<file path="src/rtl/fir_output_conditioner.sv">
// fir_output_conditioner: decimate, round, saturate and FIFO-buffer wide FIR output onto a valid/ready stream.
module fir_output_conditioner #(
  parameter int IN_WIDTH   = 39,
  parameter int OUT_WIDTH  = 16,
  parameter int SHIFT      = 0,
  parameter int DECIM      = 1,
  parameter int FIFO_DEPTH = 8
) (
  input  logic                          clk,
  input  logic                          rst,
  input  logic                          in_valid,
  input  logic [IN_WIDTH-1:0]           in_data,
  input  logic                          clr_stats,
  output logic                          m_valid,
  input  logic                          m_ready,
  output logic [OUT_WIDTH-1:0]          m_data,
  output logic [$clog2(FIFO_DEPTH):0]   fifo_level,
  output logic [15:0]                   sat_count,
  output logic [15:0]                   ovf_count
);
  localparam int AW = $clog2(FIFO_DEPTH);
  localparam int DW = DECIM > 1 ? $clog2(DECIM) : 1;
  // Rounding offset 2^(SHIFT-1), collapsing to zero when SHIFT is 0.
  localparam logic signed [IN_WIDTH:0] HALF = ((IN_WIDTH+1)'(1) << SHIFT) >> 1;
  localparam logic signed [IN_WIDTH:0] MAXV = (IN_WIDTH+1)'((64'sd1 <<< (OUT_WIDTH-1)) - 64'sd1);
  logic [DW-1:0] dcnt;
  logic keep, hi, lo, stg_v, push, pop, full, drop;
  logic signed [IN_WIDTH:0] sum, r;
  logic [OUT_WIDTH-1:0] sat_d, stg_d;
  logic [OUT_WIDTH-1:0] mem [FIFO_DEPTH];
  logic [AW-1:0] wp, rp;
  always_comb begin
    keep = in_valid && dcnt == '0;
    sum = $signed({in_data[IN_WIDTH-1], in_data}) + HALF;
    r = sum >>> SHIFT;
    hi = r > MAXV;
    lo = r < ~MAXV;
    sat_d = hi ? {1'b0, {(OUT_WIDTH-1){1'b1}}} : lo ? {1'b1, {(OUT_WIDTH-1){1'b0}}} : r[OUT_WIDTH-1:0];
    m_valid = fifo_level != '0;
    full = fifo_level == (AW+1)'(FIFO_DEPTH);
    pop = m_valid && m_ready;
    push = stg_v && (!full || pop);
    drop = stg_v && full && !pop;
    m_data = m_valid ? mem[rp] : '0;
  end
  always_ff @(posedge clk) begin
    if (rst) begin
      dcnt <= '0;
      stg_v <= 1'b0;
      stg_d <= '0;
      wp <= '0;
      rp <= '0;
      fifo_level <= '0;
      sat_count <= '0;
      ovf_count <= '0;
    end else begin
      if (in_valid) dcnt <= dcnt == DW'(DECIM-1) ? '0 : dcnt + 1'b1;
      stg_v <= keep;
      stg_d <= sat_d;
      if (push) wp <= wp + 1'b1;
      if (pop) rp <= rp + 1'b1;
      fifo_level <= fifo_level + (AW+1)'(push) - (AW+1)'(pop);
      sat_count <= clr_stats ? '0 : (keep && (hi || lo) && ~&sat_count) ? sat_count + 1'b1 : sat_count;
      ovf_count <= clr_stats ? '0 : (drop && ~&ovf_count) ? ovf_count + 1'b1 : ovf_count;
    end
  end
  // Storage is left unreset; only the pointers define what is valid.
  always_ff @(posedge clk) begin
    if (push) mem[wp] <= stg_d;
  end
endmodule

</file>
<file path="config.mk">
export PLATFORM = sky130hd
export DESIGN_NAME = fir_output_conditioner
export DESIGN_NICKNAME = d
export VERILOG_FILES = /design/src/rtl/fir_output_conditioner.sv
export SDC_FILE = /design/constraint.sdc
export NUM_CORES = 1
export LEC_CHECK = 0
export CAP_MARGIN = 25
export CORE_ASPECT_RATIO = 1.1
export CORE_MARGIN = 4
export CORE_UTILIZATION = 25
export DETAILED_ROUTE_END_ITERATION = 6
export SYNTH_ARGS = -nofsm -noshare
export SYNTH_HDL_FRONTEND = slang
export SYNTH_SLANG_ARGS = --single-unit
</file>
<file path="constraint.sdc">
create_clock -name clk -period 6.45 [get_ports clk]
set_input_delay 1.935 -clock clk [delete_from_list [all_inputs] [get_ports clk]]
set_output_delay 1.935 -clock clk [all_outputs]
set_load 0.005 [all_outputs]
</file>
# == Word level (Yosys, flattened, before mapping) ==
# Memories as Yosys holds them, arrays and structs flattened. A register that Yosys moved wholly into a read port is not among the register bits.
# Cells that the tools add are included.
# Widths: inputs -> output; s select.
# totals
output_inout_bits,53
regBits,60
rom_bits,0
memories,1
ramBits,128
latchBits,0
# mem_list
name,depth,word_bits,read_ports,rd_ports_with_merged_regs,wr,line_no,rtl
mem,8,16,1,1,1,30,logic [OUT_WIDTH-1:0] mem [FIFO_DEPTH];
# classes
bitwise,1
div,0
n_shift,0
magnitude_cmp,2
mul,0
addsub,7
n_eq_ne,1
reduce_logical,19
muxes,8
# op_table
operator,count
$gt 39x16->1 const B,1
$lt 39x16->1 const B,1
$add 16x1->16 const B,2
$mux 16,2
$reduce_and 16->1,2
$mux 15,1
$logic_and 1x1->1,8
$add 3x1->3 const B,2
$mux 3,2
$add 4x1->4,1
$eq 4x4->1 const B,1
$logic_not 1->1,4
$reduce_bool 4->1,1
$reduce_or 2->1,2
$sub 4x1->4,1
$mux 1,3
$logic_or 1x1->1,2
$add 1x1->1 const B,1
$not 1->1,1

# == Depth between registers and ports, before layout ==
# Gate-level depths: netlist of run 1.
# logic_depth
ltp_word,6
depth_mapped,14
ltp_nobuf,13

# == Least setup slack after synthesis of run 1 ==
# No wires, ideal clock.
# synth_timing
path_type,in2reg
from,in m_ready
to,"mem mem[0][0], enable pin"
t_arrival_ns,3.613
required_ns,6.041
cell_stages,4
setup_time_ns,0.409
setup_slack_ns,2.427
n_path_buf,0
cell_sequence,nand2b_1 -> a31oi_1 -> nand2b_1 -> nor3_1
# synth_via
elab_chain_cells,5
# synth_lines
element,line_no,rtl
from (decl),15,"input logic m_ready,"
$logic_and 1x1->1,41,pop = m_valid && m_ready;
$logic_or 1x1->1,42,push = stg_v && (!full || pop);
$logic_and 1x1->1,42,
$mux 1,69,if (push) mem[wp] <= stg_d;
$mux 1 (not written as such),69,
to (decl),30,
# Every way passes these cells.

==> reports/results.tsv, run 1 <==
metric	value	unit
status	completed	
worst_setup_path_end_kind	primary output	
hold_class	register to register	
path_cells	buf_4 > mux4_2 > mux2i_1 > nor2_1 > clkdlybuf4s50_1	
design.core.area	31300	um2
cts-resized-gates	0	
cts_root_buf	clkbuf_16	
finalClockSkew	0.0130	ns
synth_enable_flop_cells	128	
clockBufferDepth	2	
use_met2	16.4	%
setup_ws	1.55	ns
wire_per_inst	16.1	um
antenna_found_initial	0	
async_flop_share	0	%
cp_max_fo	21	
htree_levels	4	
syn-num-nets	603	
stdcell_area	9960	um2
grt_pass1_vias	4816	
post-place-ws	1.91	ns
fin_tns_setup	0	ns
syn_to_final_growth	25.6	%
track_usage	10.1	%
dieArea	34600	um2
worst_slew_pin_slew	0.920	ns
post_cts_buffers	0	
drv_slew	0	
synthFlopType	edfxtp_1	
drt_iter0_markers	305	
grt_max_degree	33	
slowest_stage	dfxtp_2	
dpl.hpwl	11.1	mm
rsz0062_at_grt	no	
hold_buffers	0	
die_x	178	um
grt_pass1_wl	27.1	mm
gp_congestion	0.753	
start_util	25.3	%
required	4.51	ns
slew_headroom	38.7	%
dpl_cell_area	9400	um2
period_minus_slack	4.90	ns
avgViaCountPerCell	4.44	
drive_above_1_share	14.8	%
wl	17.5	mm
netlist_area	7930	um2
finalHoldViolCount	0	
fill_cells	3105	
crit_type	register to primary output	
synth_warnings	0	
antenna_left	0	
nNetsFinal	706	
use_met1	13.5	%
ioPinCount	97	
cp_top_family	buffers and inverters	
buffer_ports.inserted	96	
fmax	204	MHz
critPathMaxStageDelay	0.82	ns
setup_viol	0	
ys_seq_area_share	64.1	%
vias	4816	
avgSynthCellArea	14.5	um2
startpoint_type	register	
synth-seq-cells	190	
drc	0	
insertion_delay	0.42	ns
finalCritPeriodShare	76.0	%
overflow	0	
worst-path-buf-inv	2	
tritoncts	yes	
path_clk_slew	0.07	ns
first_pass_iters	4	
rows	68	
n_antenna_cell	0	
cts_buffers	17	
worstPathArrival	2.97	ns
cellPowerDensity	307	nW/um2
maxCapViolCount	0	
clkSinkCount	190	
grtUsageMet3	2.98	%
die_h	195	um
ys_types	58	
postSynthCellCount	548	
peakVddDrop	0.167	mV
top_usage_layer	met2	
p_leak	3.16	nW
where the power goes:
group	switching, mW	internal (mW)
logic	0.274	0.364
clock network	0.473	0.544
registers	0.0633	1.34
total	0.810	2.25
metal layers:
metal  up-vias  part of all wire (%)  routed length [um]
li1       2334                     -                   -
met1      2361                    47                8180
met2       109                    48                8340
met3        12                   4.7                 825
met4         0                  0.81                 141
met5         -                     0                   0
cells by family after synthesis:
family	synth area share, %
flops	64.1
simple gates	11.9
compound gates	6.42
mux	11.6
buf+inv	2.35
xor+xnor	1.77
fa+ha+maj	1.83
state kept, by name (all words and copies together) (netlist names), named ones only:
signal / count
fifo_level: 4
rp: 3
stg_v: 1
mem: 128
wp: 3
stg_d: 16
ovf_count: 16
sat_count: 16
synthesized netlist by cell type (8+ instances only):
| master | n | area share, % |
|---|---|---|
| nor2_1 | 52 | 2.5 |
| o211ai_1 | 8 | 0.76 |
| dfxtp_1 | 62 | 16 |
| nand2_1 | 33 | 1.6 |
| o21a_1 | 15 | 1.4 |
| inv_1 | 13 | 0.62 |
| nand4_1 | 13 | 1.0 |
| mux4_2 | 32 | 9.1 |
| edfxtp_1 | 128 | 48 |
| mux2i_1 | 20 | 2.5 |
| nor4_1 | 9 | 0.71 |
| or3_1 | 9 | 0.71 |
| xnor2_1 | 12 | 1.3 |
| nor3_1 | 10 | 0.63 |
| o31ai_1 | 8 | 0.76 |
| ha_1 | 10 | 1.6 |
| nand3_1 | 16 | 1.0 |
| clkbuf_1 | 16 | 0.76 |
| a21oi_1 | 12 | 0.76 |
through the flow:
stage	util, %	hold slack (ns)	power (mW)	std cells
after detailed placement	30.0	0.482	2.09	1052
final	31.8	0.496	3.06	1084
after floorplan	-	0.454	1.79	548
after global routing	31.8	0.522	3.22	1084
after global placement	30.0	0.474	2.08	1052
after CTS	31.8	0.492	3.11	1084
area by class of cell:
class	count	area (um2)	area share, %
clock buffers	19	433	4.35
clock inverters	13	133	1.33
inverters	13	48.8	0.490
multi-input cells	319	2670	26.8
flip-flops and latches	190	5090	51.1
well taps	420	526	5.28
repair buffers	110	1070	10.7
placed cells by master, fill, tap and decap left out, types with 4 or more instances in the layout:
cell type / n
nor3_1: 8
clkbuf_16: 17
nor2_1: 52
nor4_1: 9
o31ai_1: 8
or3_1: 9
nand2_1: 33
or4_1: 5
clkdlybuf4s50_1: 96
a21oi_1: 12
o211ai_1: 8
o21a_1: 15
edfxtp_1: 128
xnor2_1: 12
mux2i_1: 20
dfxtp_1: 61
mux4_2: 32
nand2b_1: 4
ha_1: 10
inv_1: 13
xor2_1: 4
buf_4: 14
a211oi_1: 4
nand3_1: 16
nand4_1: 13
worst reg2reg max path, delay by kind of cell, from the launching register on:
family	cells	cell delay, ns
buffers and inverters	5	0.57
DFF	1	0.33
and+or+nand+nor	3	0.98
adders and majority gates	4	0.94
xor gates and xnor gates	1	0.15
worst paths after layout:
| kind | from | to | slack [ns] | cells after the start |
|---|---|---|---|---|
| hold reg to reg | wp[0]$_SDFFE_PP0P_ | wp[0]$_SDFFE_PP0P_ | 0.50 | 2 |
| hold / removal | wp[0]$_SDFFE_PP0P_ | wp[0]$_SDFFE_PP0P_ | 0.50 | 2 |
| setup reg to reg | fifo_level[2]$_SDFF_PP0_ | fifo_level[2]$_SDFF_PP0_ | 3.35 | 13 |
| setup / recovery | register | m_data[9] | 1.55 | 5 |
No activity file was read; power rests on OpenSTA's default activity.
==> run 2, diff against run 1 <==
- clock period: 6.45 -> 4.77 ns (I/O delays scaled with it)
==> run 2 against run 1 <==
- sequential cell count stayed put
- largest power group unchanged
- critical path type unchanged
- highest routed layer unchanged
- sequential share of layout area decreased by 0.12 points
- register-to-register slack worse by 1.6 ns
- combinational power grew 42%
- final cell count about the same
- critical endpoint is now m_valid
- clock-buffer cell count down 1
- via count up 0.85%
- wire length rose by 1.5%
- first-iteration DRC count increased by 3.6%
==> reports/results.tsv, run 2 (synthesized netlist as in run 1, its figures left out) <==
metric	value	unit
ioPinCount	97	
layout_commonest_cell	edfxtp_1	
slowest_stage	and2_1	
die_h	195	um
drv_slew	0	
path_common_cell	inv_1	
design.core.area	31300	um2
post_cts_buffers	0	
grt_pass1_wl	28.2	mm
startpoint_type	register	
gp_congestion	0.722	
track_usage	10.5	%
first_pass_iters	5	
overflow	0	
drive_above_1_share	15.3	%
hold_class	register to register	
finalClockSkew	0.0124	ns
rsz0062_at_grt	no	
drt_iter0_markers	316	
avgViaCountPerCell	4.48	
hold_slack	0.505	ns
syn_to_final_growth	25.9	%
setup_ws	0.847	ns
fin_tns_setup	0	ns
worstPathArrival	2.49	ns
die_x	178	um
antenna_found_initial	0	
peakVddDrop	0.248	mV
htree_levels	4	
hold_buffers	0	
slew_headroom	41.5	%
dpl.hpwl	11.5	mm
top_register	mem	
critPathMaxStageDelay	0.70	ns
worst_slew_pin_slew	0.877	ns
path_cells	inv_1 > ha_1 > and2_1 > inv_1 > clkdlybuf4s50_1	
n_antenna_cell	0	
period_minus_slack	3.92	ns
rows	68	
p_leak	3.17	nW
start_util	25.3	%
cp_top_family	buffers and inverters	
drc	0	
nNetsFinal	707	
finalCritPeriodShare	82.3	%
tritoncts	yes	
cts-resized-gates	0	
fmax	255	MHz
clkSinkCount	190	
setup_viol	0	
cts_buffers	17	
insertion_delay	0.42	ns
post-place-ws	0.954	ns
layout_common_cells	edfxtp_1 (128), clkdlybuf4s50_1 (96), dfxtp_1 (61), nor2_1 (52), nand2_1 (33)	
grt_max_degree	33	
cts_root_buf	clkbuf_16	
worst_setup_path_end_kind	primary output	
path_clk_slew	0.07	ns
wl	17.8	mm
grt_pass1_vias	4945	
worst-path-buf-inv	3	
wire_per_inst	16.4	um
cp_max_fo	17	
dieArea	34600	um2
largest_reg_flops	128	
finalHoldViolCount	0	
vias	4857	
clockBufferDepth	2	
buffer_ports.inserted	96	
cellPowerDensity	417	nW/um2
antenna_left	0	
required	3.34	ns
crit_type	register to primary output	
maxCapViolCount	0	
status	completed	
total_power	4.16	mW
run 2: cell count changes in the layout (fill, tap and decap cells not counted):
cell	before	now
clkbuf_1	2	1
clkinv_1	3	1
clkinv_8	1	2
buf_4	14	15
clkinv_4	0	1
clkinvlp_4	2	1
clkinv_2	0	2
run 2: path summary, 6_finish.rpt:
| kind | start | slack (ns) | depth (start not counted) | end |
|---|---|---|---|---|
| setup reg to reg | fifo_level[2]$_SDFF_PP0_ | 1.76 | 13 | fifo_level[2]$_SDFF_PP0_ |
| hold / removal | sat_count[15]$_SDFFE_PP0P_ | 0.51 | 2 | sat_count[15]$_SDFFE_PP0P_ |
| hold reg to reg | sat_count[15]$_SDFFE_PP0P_ | 0.51 | 2 | sat_count[15]$_SDFFE_PP0P_ |
| setup / recovery | fifo_level[2]$_SDFF_PP0_ | 0.85 | 5 | m_valid |
run 2: metal layers:
metal / wire length [um] / global-route usage (%) / vias to the layer above
met2: 8600 / 17.1 / 145
met5: 0 / 0 / -
met1: 7990 / 14.0 / 2378
met4: 101 / 2.06 / 0
li1: - / - / 2325
met3: 1070 / 3.23 / 9
run 2: through the flow:
| step | area [um2] | cells | utilization, % |
|---|---|---|---|
| floorplan | 7930 | 548 | - |
| global placement | 9400 | 1053 | 30.0 |
| detailed placement | 9400 | 1053 | 30.0 |
| CTS | 9980 | 1085 | 31.9 |
| global route | 9980 | 1085 | 31.9 |
| finish | 9980 | 1085 | 31.9 |
run 2: final cells by class:
class / count / area, um2
Clock buffer: 18 / 429
Clock inverter: 14 / 153
Fill cell: 3165 / 21300
Inverter: 13 / 48.8
Multi-Input combinational cell: 319 / 2670
Sequential cell: 190 / 5090
Tap cell: 420 / 526
Timing Repair Buffer: 111 / 1070
run 2: where the power goes:
| group | internal, mW | switching [mW] | leakage (nW) |
|---|---|---|---|
| sequential | 1.81 | 0.0448 | 1.68 |
| clock | 0.742 | 0.654 | 0.284 |
| combinational | 0.498 | 0.409 | 1.21 |
run 2: worst register-to-register path, delay by kind of cell (launching register included):
kind,cells,cell delay [ns]
xor+xnor,1,0.15
fa+ha+maj,4,0.95
buf+inv,5,0.52
flops,1,0.34
simple gates,3,0.95
==> run 3, diff against run 2 <==
- clock period: 4.77 -> 3.9 ns (I/O delays scaled with it)
==> run 3 against run 2 <==
- die area unchanged
- sequential cell count unchanged
- first-iteration DRC count up 15%
- clock-buffer cell count unchanged
- critical path depth unchanged
- setup slack worse by 0.52 ns
- via count up 0.54%
- clock skew up 0.00080 ns
- combinational power up 25%
- wire length up 1.8%
- total power up 26%
==> reports/results.tsv, run 3 (synthesized netlist as in run 1, its figures left out) <==
metric	value	unit
status	completed	
htree_levels	4	
gp_congestion	0.761	
fmax	280	MHz
cts_buffers	17	
overflow	0	
path_clk_slew	0.08	ns
whs_path_depth	2	
post_cts_buffers	0	
drive_above_1_share	16.1	%
layout_commonest_cell	edfxtp_1	
tritoncts	yes	
top_register	mem	
rsz0062_at_grt	no	
clkSinkCount	190	
p_leak	3.23	nW
crit_type	register to primary output	
finalClockSkew	0.0132	ns
grt_max_degree	33	
required	2.73	ns
design.core.area	31300	um2
maxCapViolCount	0	
cts_root_buf	clkbuf_16	
rows	68	
dieArea	34600	um2
start_util	25.3	%
cellPowerDensity	520	nW/um2
total_power	5.24	mW
grt_pass1_wl	28.1	mm
finalCritPeriodShare	91.6	%
setup_viol	0	
buffer_ports.inserted	96	
n_antenna_cell	0	
insertion_delay	0.42	ns
antenna_left	0	
grt_pass1_vias	4928	
drc	0	
wl	18.1	mm
clockBufferDepth	2	
worstPathArrival	2.40	ns
largest_reg_flops	128	
period_minus_slack	3.57	ns
die_h	195	um
vias	4883	
startpoint_type	register	
track_usage	10.6	%
worst_setup_path_end_kind	primary output	
finalHoldViolCount	0	
cp_max_fo	10	
antenna_found_initial	0	
ioPinCount	97	
avgViaCountPerCell	4.48	
hold_buffers	0	
nNetsFinal	711	
die_x	178	um
cts-resized-gates	0	
wire_per_inst	16.6	um
drv_slew	0	
post-place-ws	0.499	ns
slew_headroom	60.6	%
setup_ws	0.328	ns
first_pass_iters	4	
drt_iter0_markers	363	
worst_slew_pin_slew	0.590	ns
r2r_cells	12	
fin_tns_setup	0	ns
syn_to_final_growth	27.0	%
layout_common_cells	edfxtp_1 (128), clkdlybuf4s50_1 (96), dfxtp_1 (61), nor2_1 (52), nand2_1 (33)	
hold_slack	0.492	ns
peakVddDrop	0.292	mV
hold_class	register to register	
dpl.hpwl	11.4	mm
==> run 3: per-stage QoR <==
stage	instances	util (%)	instance area, um2
2_1_floorplan	548	-	7930
3_3_place_gp	1057	30.2	9450
3_5_place_dp	1057	30.2	9450
4_1_cts	1089	32.2	10100
5_1_grt	1089	32.2	10100
6_report	1089	32.2	10100
==> run 3: layout make-up <==
class / count / area, um2
Clock inverter: 14 / 194
Tap cell: 420 / 526
Inverter: 13 / 48.8
Multi-Input combinational cell: 319 / 2670
Timing Repair Buffer: 115 / 1120
Clock buffer: 18 / 429
Fill cell: 3149 / 21200
Sequential cell: 190 / 5090
==> run 3: path summary, 6_finish.rpt <==
| check | to | slack (ns) | from |
|---|---|---|---|
| max reg2reg | fifo_level[2]$_SDFF_PP0_ | 1.23 | fifo_level[1]$_SDFF_PP0_ |
| max | m_data[4] | 0.33 | register |
| min | wp[0]$_SDFFE_PP0P_ | 0.49 | wp[0]$_SDFFE_PP0P_ |
| min reg2reg | wp[0]$_SDFFE_PP0P_ | 0.49 | wp[0]$_SDFFE_PP0P_ |
==> run 3: worst max-delay path, stage by stage (launching register included) <==
cell and delay, ns:
dfxtp_4 0.47, buf_4 0.26, mux4_2 0.51, mux2i_1 0.16, nor2_1 0.09, clkdlybuf4s50_1 0.48
==> run 3: where the power goes <==
group          switching [mW]  internal (mW)
Clock                   0.832          0.985
Sequential             0.0742           2.22
Combinational           0.500          0.628
==> run 3: per-layer routing <==
layer / share of wire, % / global-route usage, %
met1: 45 / 14.2
met2: 48 / 16.9
met3: 6.9 / 3.72
met4: 0.66 / 2.06
met5: 0 / 0
